File: config.mk
export PLATFORM = sky130hd
export DESIGN_NAME = multu_hilo_flat
export DESIGN_NICKNAME = d
export VERILOG_FILES = /design/src/rtl/multu_hilo_if.sv /design/src/rtl/multu_hilo.sv /design/src/flat_wrapper.sv
export SDC_FILE = /design/constraint.sdc
export NUM_CORES = 1
export LEC_CHECK = 0
export ABC_AREA = 1
export BUFFER_PORTS_ARGS = -buffer_cell sky130_fd_sc_hd__buf_2
export CORE_MARGIN = 3
export CORE_UTILIZATION = 50
export CTS_CLUSTER_DIAMETER = 200
export DETAILED_ROUTE_END_ITERATION = 10
export PLACE_DENSITY = 0.7
export SYNTH_ARGS = -nofsm -noshare
export SYNTH_HDL_FRONTEND = slang
export SYNTH_SLANG_ARGS = --single-unit
File: constraint.sdc
create_clock -name clk -period 2.3 [get_ports clk]
set_input_delay 0.345 -clock clk [delete_from_list [all_inputs] [get_ports clk]]
set_output_delay 0.345 -clock clk [all_outputs]
set_load 0.005 [all_outputs]
File: src/rtl/multu_hilo_if.sv
// multu_hilo_if: operand, function-code and HI/LO result bundle for the multu_hilo multiplier.
interface multu_hilo_if;
    logic [5:0]  Signal;
    logic [31:0] dataA;
    logic [31:0] dataB;
    logic        busy;
    logic        done;
    logic [31:0] hi;
    logic [31:0] lo;
    logic [31:0] dataOut;
    modport slave (input Signal, dataA, dataB, output busy, done, hi, lo, dataOut);
    modport master (output Signal, dataA, dataB, input busy, done, hi, lo, dataOut);
endinterface

File: src/rtl/multu_hilo.sv
// multu_hilo: 32x32 unsigned shift-add multiplier with HI/LO commit on the open strobe.
// Optional macro MULTU_EARLY_EXIT_EN ends RUN once the remaining multiplier bits are all zero.
module multu_hilo (
    input  logic         clk,
    input  logic         rst_n,
    multu_hilo_if.slave  bus
);
    localparam logic [5:0] MULTU = 6'b011001;
    localparam logic [5:0] OPEN  = 6'b111111;
    localparam logic [5:0] MFHI  = 6'b010000;
    localparam logic [5:0] MFLO  = 6'b010010;
    typedef enum logic [1:0] {IDLE, RUN, WAIT} state_t;
    state_t      state_q, state_d;
    logic [63:0] mcand_q, mcand_d, prod_q, prod_d;
    logic [31:0] mplier_q, mplier_d, hi_q, hi_d, lo_q, lo_d;
    logic [5:0]  cnt_q, cnt_d;
    logic        done_q, done_d, last;
`ifdef MULTU_EARLY_EXIT_EN
    assign last = (cnt_q == 6'd31) || (mplier_q[31:1] == 31'd0);
`else
    assign last = cnt_q == 6'd31;
`endif
    always_comb begin
        state_d  = state_q;
        mcand_d  = mcand_q;
        mplier_d = mplier_q;
        prod_d   = prod_q;
        cnt_d    = cnt_q;
        hi_d     = hi_q;
        lo_d     = lo_q;
        done_d   = 1'b0;
        case (state_q)
            IDLE: if (bus.Signal == MULTU) begin
                mcand_d  = {32'b0, bus.dataA};
                mplier_d = bus.dataB;
                prod_d   = '0;
                cnt_d    = '0;
                state_d  = RUN;
            end
            RUN: begin
                prod_d   = mplier_q[0] ? prod_q + mcand_q : prod_q;
                mcand_d  = mcand_q << 1;
                mplier_d = mplier_q >> 1;
                cnt_d    = cnt_q + 6'd1;
                state_d  = last ? WAIT : RUN;
            end
            WAIT: if (bus.Signal == OPEN) begin
                hi_d    = prod_q[63:32];
                lo_d    = prod_q[31:0];
                done_d  = 1'b1;
                state_d = IDLE;
            end
            default: state_d = IDLE;
        endcase
    end
    always_ff @(posedge clk or negedge rst_n) begin
        if (!rst_n) begin
            state_q  <= IDLE;
            mcand_q  <= '0;
            mplier_q <= '0;
            prod_q   <= '0;
            cnt_q    <= '0;
            hi_q     <= '0;
            lo_q     <= '0;
            done_q   <= 1'b0;
        end else begin
            state_q  <= state_d;
            mcand_q  <= mcand_d;
            mplier_q <= mplier_d;
            prod_q   <= prod_d;
            cnt_q    <= cnt_d;
            hi_q     <= hi_d;
            lo_q     <= lo_d;
            done_q   <= done_d;
        end
    end
    assign bus.busy    = (state_q == RUN) || (state_q == WAIT);
    assign bus.done    = done_q;
    assign bus.hi      = hi_q;
    assign bus.lo      = lo_q;
    assign bus.dataOut = bus.Signal == MFHI ? hi_q : bus.Signal == MFLO ? lo_q : 32'd0;
endmodule
File: src/flat_wrapper.sv
// flat-port wrapper written by rule: the top's interface ports become plain ports
module multu_hilo_flat 
  (clk, rst_n, bus_Signal, bus_dataA, bus_dataB, bus_busy, bus_done, bus_hi, bus_lo, bus_dataOut);
  multu_hilo_if bus_i ();
  input  logic clk;
  input  logic rst_n;
  input wire logic [$bits(bus_i.Signal)-1:0] bus_Signal;
  input wire logic [$bits(bus_i.dataA)-1:0] bus_dataA;
  input wire logic [$bits(bus_i.dataB)-1:0] bus_dataB;
  output wire logic [$bits(bus_i.busy)-1:0] bus_busy;
  output wire logic [$bits(bus_i.done)-1:0] bus_done;
  output wire logic [$bits(bus_i.hi)-1:0] bus_hi;
  output wire logic [$bits(bus_i.lo)-1:0] bus_lo;
  output wire logic [$bits(bus_i.dataOut)-1:0] bus_dataOut;
  assign bus_i.Signal = bus_Signal;
  assign bus_i.dataA = bus_dataA;
  assign bus_i.dataB = bus_dataB;
  assign bus_busy = bus_i.busy;
  assign bus_done = bus_i.done;
  assign bus_hi = bus_i.hi;
  assign bus_lo = bus_i.lo;
  assign bus_dataOut = bus_i.dataOut;
  multu_hilo u_core (.clk(clk), .rst_n(rst_n), .bus(bus_i));
endmodule
==> flow_summary.ini <==
[drt]
ant_nets = 0
drc = 0
vias = 15480
routed_via_density = 5.170
totalWireLength_um = 50500
drt_iter0_drc = 1186
drtPass1Iterations = 7
routedWlPerCell_um = 16.87

[clock_network]
cts_root_buf = clkbuf_16
cts_inserted_buffers = 27
cts_max_path_buffers = 3
htreeDepth = 1
insertion_delay_ps = 560
cts_tree = built
clk_pin_slew_ps = 60
cts_sinks = 233

[yosys]
synth.most_common_cell = nand2_1
synth_top_area_share_pct = 37.51
synth_area_um2 = 15540
yosys_warnings = 0
yosys_most_used_dff = dfrtp_1
netlist_instances = 2353
synth_compound_area_share_pct = 12.46
synth_edf_count = 0
synth-simple-area-share_pct = 30.30
yosysTopAreaCell = dfrtp_1
async_flop_share_pct = 100.0
synth_top_family_by_area = simple AND/OR/NAND/NOR gates
synth-seq-area-share_pct = 37.51
syn_nets = 2493
ys_seq_elements = 233
synthTopCellsByCount = 874 x nand2_1, 471 x inv_1, 233 x dfrtp_1
muxShareOfSynthArea_pct = 0
synth_xor_area_share_pct = 0.3381
synthTopCellsByArea = dfrtp_1 38%, nand2_1 21%, inv_1 11%
synthAdderAreaFrac_pct = 5.522
yosysUniqueCellTypes = 41
synth_area_per_cell_um2 = 6.606

[worst_setup_path]
r2r_start = u_core.prod_q[0]
arrival_ps = 2660
worstPathMaxFanout = 4
cp-end-kind = flop
crit_slowest_cell = fa_1
worstSetupStartpointType = flop
crit_chain = ha_2, inv_1, fa_1, inv_2, nand3_4, nand2_2, nand2_1, nand2_2, nand2_1, nand3_4, nand2_1, nand2_2, nand2_1, nand2_1, o21ai_1
reg2reg_slack_ps = 60
crit_cells = 15
cp_common_cell = nand2_1
rr_worst_depth = 15
cpLargestDelayFamily = simple AND/OR/NAND/NOR gates
crit_required_ps = 2720
path_class = flop to flop
rr_endpoint = u_core.prod_q[40]
timing.critical_path.buf_inv = 2
critPathMaxStageDelay_ps = 390
crit_start = u_core.prod_q[0]

[place]
dp_hpwl_um = 38750
portBuffers = 169
place_ws_ps = -48.47
gp_congestion = 0.9836

[sta]
maxSlewViolCount = 0
worstMarginPinSlew_ps = 586.0
rsz0062_at_grt = true
hold_viol_final = 0
min_period_over_period_pct = 97.30
setup-violations-final = 0
fin_skew_ps = 27.66
finalWorstSetupSlack_ps = 62.14
finalCriticalPeriod_ps = 2238
relSlewSlack_pct = 60.93
whs_ps = 18.21
fmax_ghz = 0.4469

[die]
fp.dieW_um = 182.3
die_y_um = 182.3
die-area_um2 = 33240
num_rows = 63
core_um2 = 30110
io_pins = 170
initial_core_util_pct = 51.62

[worst_hold_path]
holdPathEnd = u_core.mcand_q[0]
min_from = bus_dataA[0]
worstHoldPathCells = 3
hold_path_class = primary input to flop

[global_routing]
gr-total-overflow = 0
grt_pass1_vias = 14570
grt_max_degree = 88
grt_usage_pct = 29.72
grt_pass1_wl_um = 78310
antenna_found_initial = 0

[final_layout]
nNetsFinal = 2724
area_delta_synth_final_pct = 20.59
layout-drive-gt1-share_pct = 17.21
post-route-util_pct = 62.25

[outcome]
status = completed

[power]
peakVddDrop_v = 0.0009779
power_density_nw_per_um2 = 1572
power.leakage_uw = 0.01052

[run]
max_cap_viol_count = 0
==> layout by cell type (no fill, tap or decap), drive strengths merged, types with 2 or more instances in the layout <==
cell,synthesis,final
nand2,895,895
inv,477,478
buf,44,266
dfrtp,233,233
nor2,144,144
o21ai,133,133
nand3,85,85
a21oi,70,70
ha,67,67
o22ai,64,64
clkbuf,22,39
a31oi,32,32
o211ai,32,32
nor3,17,17
nand4,10,10
clkinv,4,10
xnor2,5,5
or2,5,5
o21bai,2,2
o31ai,2,2
o21a,2,2
nor3b,2,2
dlygate4sd3,0,2
nor4,2,2
==> area by class of cell <==
cell class	instances	area, um2
fillers	2894	11370
multi-input cells	1573	8019
flip-flops and latches	233	5832
inverters	481	1808
repair buffers	268	1717
clock buffers	39	790.8
well taps	390	488.0
clock inverters	9	87.58
diodes	1	2.502
==> tightest hold or removal path, stage by stage <==
cell	delay [ps]
buf_2	70
nand2_1	40
o21ai_0	70
==> where the power goes <==
part / switching [uW] / internal [uW] / leakage, uW
sequential: 1300 / 5690 / 0.00268
combinational: 11600 / 6640 / 0.00741
clock: 1790 / 2490 / 0.000432
==> worst max path at each step <==
stage / end / slack, ps
2_1_floorplan: u_core.prod_q[36] / 400
3_3_place_gp: u_core.prod_q[56] / -40
3_5_place_dp: u_core.prod_q[56] / -50
4_1_cts: u_core.prod_q[40] / 10
5_1_grt: u_core.prod_q[52] / -30
6_report: u_core.prod_q[40] / 60
==> stage by stage <==
stage	setup TNS, ps	cell area (um2)	total power, uW	std cells
after floorplan	0	15540	18080	2353
after global placement	-67.86	17360	23590	2938
after detailed placement	-130.4	17360	23870	2938
after CTS	0	18280	28320	2988
after global routing	-186.9	18740	31930	2993
final	0	18740	29460	2994
==> registers in the layout, summed over array words and instances (netlist names) <==
name,cells
u_core.bus.lo,32
u_core.bus.hi,32
u_core.mcand_q,64
u_core.state_q,2
u_core.mplier_q,32
u_core.prod_q,64
u_core.bus.done,1
u_core.cnt_q,6
==> metal layers <==
| layer | share of wire (%) | GRT usage, % | routed length (um) | vias to the layer above |
|---|---|---|---|---|
| met2 | 42 | 45.69 | 21400 | 547 |
| li1 | - | - | - | 7737 |
| met3 | 8.2 | 4.804 | 4151 | 71 |
| met1 | 47 | 44.31 | 23600 | 7125 |
| met4 | 2.7 | 6.581 | 1347 | 0 |
| met5 | 0 | 0 | 0 | - |
==> cell families (layout without fill, tap and decap cells) <==
kind of cell | after synthesis | in the layout
adders and majority gates | 68 | 68
DFF | 233 | 233
xor gates and xnor gates | 6 | 6
and+or+nand+nor | 1160 | 1160
other | 0 | 1
buffers and inverters | 547 | 797
AOI/OAI and AO/OA | 339 | 339
==> repair_timing <==
action                                  4_1_cts  5_1_grt
endpoints found under the hold margin        60        0
hold buffers                                  2        0
buffers inserted                              0        5
pin swaps                                     0        4
gates resized for setup                       6       85
endpoints found under the setup margin        4       40
Note: power is estimated with default switching activity, not from simulation.
